[config.mk]
export PLATFORM = sky130hd
export DESIGN_NAME = seg_scan_mux_flat
export DESIGN_NICKNAME = d
export VERILOG_FILES = /design/src/rtl/seg_scan_mux_if.sv /design/src/rtl/seg_scan_mux.sv /design/src/flat_wrapper.sv
export SDC_FILE = /design/constraint.sdc
export NUM_CORES = 1
export LEC_CHECK = 0
export CAP_MARGIN = 30
export CORE_MARGIN = 2
export CORE_UTILIZATION = 54
export CTS_CLUSTER_SIZE = 14
export DETAILED_ROUTE_END_ITERATION = 6
export GPL_TIMING_DRIVEN = 0
export PLACE_DENSITY = 0.89
export SLEW_MARGIN = 40
export SYNTH_ARGS = -nofsm -noshare
export SYNTH_HDL_FRONTEND = slang
export SYNTH_SLANG_ARGS = --single-unit
[constraint.sdc]
create_clock -name clk -period 2.05 [get_ports clk]
set_input_delay 0.3075 -clock clk [delete_from_list [all_inputs] [get_ports clk]]
set_output_delay 0.3075 -clock clk [all_outputs]
set_load 0.01 [all_outputs]
[src/rtl/seg_scan_mux_if.sv]
// ---------------------------------------------------------------------------
// seg_scan_mux_if
// Purpose : groups the data/strobe inputs and display outputs of the
//           multiplexed 7-segment scanner into one bundle.
// Signals : seg_in     - packed segment patterns, digit i at [8*i+7:8*i]
//           load       - single-cycle strobe capturing seg_in/digit_mask
//           digit_mask - 1 = digit lit, 0 = digit blank for its whole slot
//           seg        - shared segment bus, active-high (bit7 = dp)
//           an         - digit enables, one-hot or all-zero, active-high
//           frame_done - pulse marking the end of a full scan
//           bright     - 3-bit dimming level (only when SEG_DIM_EN defined)
// Modports: master drives the inputs (decoder side), slave is the scanner.
// Macro   : SEG_DIM_EN adds the bright signal.
// ---------------------------------------------------------------------------
interface seg_scan_mux_if #(
  parameter int NUM_DIGITS = 4
);
  logic [8*NUM_DIGITS-1:0] seg_in;
  logic                    load;
  logic [NUM_DIGITS-1:0]   digit_mask;
  logic [7:0]              seg;
  logic [NUM_DIGITS-1:0]   an;
  logic                    frame_done;
`ifdef SEG_DIM_EN
  logic [2:0]              bright;

  modport master (output seg_in, load, digit_mask, bright,
                  input  seg, an, frame_done);
  modport slave  (input  seg_in, load, digit_mask, bright,
                  output seg, an, frame_done);
`else
  modport master (output seg_in, load, digit_mask,
                  input  seg, an, frame_done);
  modport slave  (input  seg_in, load, digit_mask,
                  output seg, an, frame_done);
`endif
endinterface

[src/rtl/seg_scan_mux.sv]
// ---------------------------------------------------------------------------
// seg_scan_mux
// Purpose : time-multiplexes NUM_DIGITS decoded segment patterns onto one
//           segment bus with one-hot digit enables. Each digit slot starts
//           with a blanking interval to avoid ghosting; a shadow/active
//           double buffer keeps a frame from tearing when data arrives
//           mid-scan.
// Ports   : clk - system clock
//           rst - synchronous reset, active-high
//           bus - seg_scan_mux_if.slave (seg_in, load, digit_mask in;
//                 seg, an, frame_done out; bright in with SEG_DIM_EN)
// Macro   : SEG_DIM_EN enables per-slot brightness control via bus.bright.
// ---------------------------------------------------------------------------
module seg_scan_mux #(
  parameter int NUM_DIGITS   = 4,
  parameter int SLOT_CYCLES  = 1000,
  parameter int BLANK_CYCLES = 16
) (
  input  logic          clk,
  input  logic          rst,
  seg_scan_mux_if.slave bus
);

  localparam int KW       = $clog2(SLOT_CYCLES);
  localparam int DW       = $clog2(NUM_DIGITS);
  localparam int SHOW_LEN = SLOT_CYCLES - BLANK_CYCLES;

  localparam logic [KW-1:0]         K_LAST  = KW'(SLOT_CYCLES - 1);
  localparam logic [KW-1:0]         K_BLANK = KW'(BLANK_CYCLES);
  localparam logic [DW-1:0]         D_LAST  = DW'(NUM_DIGITS - 1);
  localparam logic [NUM_DIGITS-1:0] AN_ONE  = NUM_DIGITS'(1);

  typedef enum logic {
    PH_BLANK = 1'b0,
    PH_SHOW  = 1'b1
  } phase_e;

  // Scan position
  logic [KW-1:0]           r_k;
  logic [DW-1:0]           r_d;
  // Double buffer
  logic [8*NUM_DIGITS-1:0] r_sh_data;
  logic [NUM_DIGITS-1:0]   r_sh_mask;
  logic [8*NUM_DIGITS-1:0] r_act_data;
  logic [NUM_DIGITS-1:0]   r_act_mask;
  // Output registers
  logic [7:0]              r_seg;
  logic [NUM_DIGITS-1:0]   r_an;
  logic                    r_frame_done;

  logic [KW-1:0]           w_k_nxt;
  logic [DW-1:0]           w_d_nxt;
  logic                    w_slot_end;
  logic                    w_boundary;
  phase_e                  w_phase;
  logic                    w_win;
  logic [7:0]              w_cur_seg;
  logic [7:0]              w_seg_nxt;
  logic [NUM_DIGITS-1:0]   w_an_nxt;

`ifdef SEG_DIM_EN
  logic [2:0]              r_bright;
  logic [31:0]             w_lim;

  // Brightness is latched at the first cycle of a slot and held for the slot;
  // k=0 is always blank, so the latched value is in place before SHOW.
  always_ff @(posedge clk) begin
    if (rst) begin
      r_bright <= 3'd0;
    end else if (r_k == '0) begin
      r_bright <= bus.bright;
    end
  end

  // Lit window length inside SHOW: (bright+1)/8 of the SHOW interval
  assign w_lim = ((32'(r_bright) + 32'd1) * 32'(SHOW_LEN)) >> 3;
  // Only evaluated while k >= BLANK_CYCLES, so the subtraction cannot wrap
  assign w_win = ((32'(r_k) - 32'(BLANK_CYCLES)) < w_lim);
`else
  assign w_win = 1'b1;
`endif

  // State register: slot counter and digit index
  always_ff @(posedge clk) begin
    if (rst) begin
      r_k <= '0;
      r_d <= '0;
    end else begin
      r_k <= w_k_nxt;
      r_d <= w_d_nxt;
    end
  end

  // Next-state logic: k wraps at slot end, d advances and wraps per frame
  always_comb begin
    w_slot_end = (r_k == K_LAST);
    w_boundary = w_slot_end && (r_d == D_LAST);
    if (w_slot_end) begin
      w_k_nxt = '0;
      if (r_d == D_LAST) begin
        w_d_nxt = '0;
      end else begin
        w_d_nxt = r_d + DW'(1);
      end
    end else begin
      w_k_nxt = r_k + KW'(1);
      w_d_nxt = r_d;
    end
  end

  // Output decode for the current (d,k); registered one cycle later
  always_comb begin
    w_seg_nxt = 8'h00;
    w_an_nxt  = '0;
    w_cur_seg = r_act_data[{r_d, 3'b000} +: 8];
    w_phase   = (r_k < K_BLANK) ? PH_BLANK : PH_SHOW;
    case (w_phase)
      PH_BLANK: begin
        w_seg_nxt = 8'h00;
        w_an_nxt  = '0;
      end
      PH_SHOW: begin
        // seg is gated together with an so the bus is never driven unlit
        if (r_act_mask[r_d] && w_win) begin
          w_seg_nxt = w_cur_seg;
          w_an_nxt  = AN_ONE << r_d;
        end else begin
          w_seg_nxt = 8'h00;
          w_an_nxt  = '0;
        end
      end
      default: begin
        w_seg_nxt = 8'h00;
        w_an_nxt  = '0;
      end
    endcase
  end

  // Shadow captures every load; active swaps in only at the frame boundary.
  // A load on the boundary cycle bypasses the shadow so it is not lost.
  always_ff @(posedge clk) begin
    if (rst) begin
      r_sh_data  <= '0;
      r_sh_mask  <= '0;
      r_act_data <= '0;
      r_act_mask <= '0;
    end else begin
      if (bus.load) begin
        r_sh_data <= bus.seg_in;
        r_sh_mask <= bus.digit_mask;
      end
      if (w_boundary) begin
        r_act_data <= bus.load ? bus.seg_in     : r_sh_data;
        r_act_mask <= bus.load ? bus.digit_mask : r_sh_mask;
      end
    end
  end

  // Output registers
  always_ff @(posedge clk) begin
    if (rst) begin
      r_seg        <= 8'h00;
      r_an         <= '0;
      r_frame_done <= 1'b0;
    end else begin
      r_seg        <= w_seg_nxt;
      r_an         <= w_an_nxt;
      r_frame_done <= w_boundary;
    end
  end

  assign bus.seg        = r_seg;
  assign bus.an         = r_an;
  assign bus.frame_done = r_frame_done;

endmodule
[src/flat_wrapper.sv]
// flat-port wrapper written by rule: the top's interface ports become plain ports
module seg_scan_mux_flat 
#(
  parameter int NUM_DIGITS   = 4,
  parameter int SLOT_CYCLES  = 1000,
  parameter int BLANK_CYCLES = 16
)
  (clk, rst, bus_seg_in, bus_load, bus_digit_mask, bus_seg, bus_an, bus_frame_done);
  seg_scan_mux_if #(.NUM_DIGITS(NUM_DIGITS)) bus_i ();
  input  logic clk;
  input  logic rst;
  input wire logic [$bits(bus_i.seg_in)-1:0] bus_seg_in;
  input wire logic [$bits(bus_i.load)-1:0] bus_load;
  input wire logic [$bits(bus_i.digit_mask)-1:0] bus_digit_mask;
  output wire logic [$bits(bus_i.seg)-1:0] bus_seg;
  output wire logic [$bits(bus_i.an)-1:0] bus_an;
  output wire logic [$bits(bus_i.frame_done)-1:0] bus_frame_done;
  assign bus_i.seg_in = bus_seg_in;
  assign bus_i.load = bus_load;
  assign bus_i.digit_mask = bus_digit_mask;
  assign bus_seg = bus_i.seg;
  assign bus_an = bus_i.an;
  assign bus_frame_done = bus_i.frame_done;
  seg_scan_mux #(.NUM_DIGITS(NUM_DIGITS), .SLOT_CYCLES(SLOT_CYCLES), .BLANK_CYCLES(BLANK_CYCLES)) u_core (.clk(clk), .rst(rst), .bus(bus_i));
endmodule
==> results by group <==
Setup path
  – Startpoint Class: flip-flop
  – Cells along the critical path: ha_1, nand2_1, nor4_4, buf_4, clkbuf_1, o21ai_0
  – Critical Path Max Stage Delay: 0.37 ns
  – Arrival time at the worst endpoint: 2.14 ns
  – WS Path Type: reg -> reg
  – Slack of the worst reg-to-reg path: 0.15 ns
  – Peak fanout along the critical path: 10
  – Worst EP required: 2.30 ns
  – Critical path capture point type: flip-flop
  – Launch point of the worst reg-to-reg path: u_core.r_k[0]
  – Library cell contributing the largest single delay on the critical path: dfxtp_1
  – Path depth of the worst reg2reg path: 6
  – Reg-to-reg endpoint: u_core.r_act_data[31]

Cells and area
  – Net count of the finished layout: 499
  – Layout overhead on the synthesized area: 23.1%
  – Most frequent standard cell in the layout excluding fill and tap cells: dfxtp_1
  – Most frequent cells in the layout: dfxtp_1, mux2i_1, clkdlybuf4s50_1, nand2_1, nor2_1
  – Area of all placed cells without fillers: 4620 um2
  – Inserted Diodes: 0
  – Register area: 1940 um2
  – Layout cell share with drive strength beyond 1: 0.0821
  – Filler Cells Inserted: 520
  – Area of the multi-input gates: 1690 um2

Clocking
  – Number of buffers inserted during clock tree synthesis: 9
  – Root Buffer: clkbuf_8
  – Number of buffers inserted for hold repair after clock tree synthesis: 0
  – Number of H-tree branching levels: 3
  – Clk buf depth: 2
  – TritonCTS clock tree: built
  – CTS sink cnt: 97
  – Source-to-sink clock delay at the later pin of the worst-skew pair: 0.37 ns
  – Clock transition at the registers of the reported paths: 0.09 ns

Timing
  – Slew at the pin closest to its max-slew limit: 0.590 ns
  – Final setup viols: 0
  – Final Slew Violations: 0
  – Minimum period implied by the final worst setup slack: 1.90 ns
  – Max Clock Freq: 527 MHz
  – Unrepaired setup endpoints after global routing: false
  – Clock skew: 0.0138 ns
  – Final-layout worst hold slack: 0.414 ns
  – Worst rel slew slack: 0.604
  – Final Hold Violating Endpoints: 0
  – Share of the clock period used by the worst path after layout: 0.926

Worst hold path
  – WHS Endpoint: u_core.r_sh_data[9]
  – Min-Delay Path Depth: 3
  – Hold_sp: bus_load
  – Kind of path behind the tightest hold check: in -> reg

Pwr
  – Power per standard cell area: 790 nW/um2
  – Lkg Pwr: 0.00173 uW
  – Worst supply voltage drop on vdd: 0.000676 V
  – Total design power: 3650 uW

Route
  – Violation count after the first detailed-routing iteration: 164
  – Via total after detailed routing: 2,902
  – Vias/cell: 5.34
  – Routed Antenna Nets: 0
  – Router iterations before antenna repair: 4
  – Routed wire length per instance: 14.9 um
  – Aggregate routed wire length: 8110 um
  – Residual DRC: 0

Logic synthesis
  – Distinct cell type count after synthesis: 35
  – Synth Area in Compound Gates: 0.0811
  – Number of synthesized register bits: 97
  – Sequential cell area fraction in the yosys report: 0.518
  – Synth Cell Area: 3750 um2
  – Synthesized instance count: 394
  – Post-Synth Adder-Cell Area: 0.00667
  – Net Count, Synth: 435
  – Dominant combinational cell family by area after synthesis: simple AND/OR/NAND/NOR gates
  – Library cell with the largest summed area after synthesis: dfxtp_1
  – Xor and xnor area share after synthesis: 0.0117
  – Post-synthesis mux area share: 0.144
  – Synthesized area per cell: 9.52 um2
  – Simple-Gate Fraction of Synth Area: 0.208
  – Share of the synthesized area in the top cell type: 0.518
  – Count of yosys warnings during synthesis: 0
  – Biggest area contributors in the synthesized netlist: dfxtp_1, mux2i_1, nand2b_1

Global routing
  – Met3 global-route usage: 0.0531
  – All-Layer GR Usage: 0.228
  – First-pass GRT wire length: 13,300 um
  – Via count of the first global-routing pass: 2,980
  – Met1 global-route usage: 0.272
  – Initial antenna violation count: 0
  – Pin count of the biggest net entering global routing: 17
  – Global routing usage on met2: 0.371
  – Remaining global-route overflow: 0
  – Busiest layer in global routing: met2

Run status
  – Result of the run: finished, final reports clean

Floorplan
  – Core Box Area: 6760 um2
  – Number of top-level design ports: 52
  – DIE HEIGHT: 87.3 um
  – Initial Utilization: 0.555
  – Die area: 7630 um2
  – DIE WIDTH: 87.3 um
  – Cell row count: 30

Run
  – Count of maximum capacitance violations: 0

Placed design
  – Cell area after placement: 4350 um2
  – Count of input and output buffers: 50
  – Global placer's final weighted congestion: 0.844
  – Post-DP HPWL: 5700 um
[area by class of cell]
type                       count  share of cell area
clock inverter                 7              0.0257
timing repair buffer          53               0.113
inverter                       2             0.00163
sequential                    97               0.420
multi-input combinational    270               0.367
tap                           80              0.0217
buffer                        25              0.0238
clock buffer                   9              0.0268
[Yosys cell counts]
library cell	count
dfxtp_1	97
mux2i_1	53
nand2_1	44
nor2_1	43
nand2b_1	36
o21ai_0	33
clkbuf_1	14
buf_2	10
and2_1	8
o22ai_1	7
nor3_1	6
o21ai_1	6
nand3_1	4
xor2_1	4
a21oi_1	3
nor3b_1	3
ha_1	2
inv_1	2
nor4_1	2
or2_2	2
a2bb2oi_1	1
a311oi_1	1
a31oi_1	1
a41oi_1	1
and4_1	1
clkbuf_2	1
mux2_2	1
nand4_1	1
nand4bb_4	1
nor3_2	1
nor4_4	1
o211a_1	1
o211ai_1	1
or3_1	1
xnor2_1	1
[power by group]
| group | internal [uW] | total, uW | switching [uW] |
|---|---|---|---|
| Combinational | 125 | 223 | 98.4 |
| Clock | 809 | 1480 | 670 |
| Sequential | 1930 | 1940 | 15.6 |
[metal layers]
metal,vias to the layer above,share of wire
li1,1450,-
met1,1364,0.43
met2,66,0.49
met3,22,0.046
met4,0,0.032
met5,-,0
[sequential cells by signal, summed over array words and instances (netlist names)]
signal and cells:
u_core.bus.seg 8, u_core.bus.frame_done 1, u_core.r_k 10, u_core.r_d 2
u_core.r_sh_mask 4, u_core.r_sh_data 32, u_core.r_act_mask 4, u_core.r_act_data 32
u_core.bus.an 4
[logic make-up after synthesis]
logic type | count (synthesis)
simple gates | 154
xor+xnor | 5
buf+inv | 27
mux | 54
compound gates | 55
flops | 97
fa+ha+maj | 2
[critical path: cells and delay by family, from the launching register on]
kind	cells	cell delay, ns
AO/OA/AOI/OAI	1	0.16
buffers and inverters	2	0.50
adder cells (fa/ha/maj)	1	0.28
flip-flops	1	0.37
AND/OR/NAND/NOR	2	0.45
[metrics by stage]
stage / util / setup WS (ns) / setup TNS, ns / instances
after global placement: 0.644 / -0.254 / -2.54 / 524
after detailed placement: 0.644 / -0.283 / -3.24 / 524
after CTS: 0.683 / 0.0748 / 0 / 543
after floorplan: - / 0.526 / 0 / 394
final: 0.684 / 0.151 / 0 / 543
after global routing: 0.684 / 0.0275 / 0 / 543
[worst max path at each step]
stage,to,start,slack (ns),cells after the start
final,u_core.r_act_data[31],u_core.r_k[0],0.15,6
after global routing,u_core.r_act_data[31],u_core.r_k[0],0.03,6
after CTS,u_core.r_k[0],rst,0.07,5
after detailed placement,u_core.r_k[4],rst,-0.28,5
after global placement,u_core.r_k[4],rst,-0.25,5
after floorplan,u_core.r_act_data[0],u_core.r_k[0],0.53,5
[timing repair]
action / CTS / global route
buffers inserted: 3 / 0
pin swaps: 1 / 0
gates resized for setup: 0 / 4
setup endpoints to repair: 12 / 15
gates cloned: 0 / 0
No activity file was read; power rests on OpenSTA's default activity.
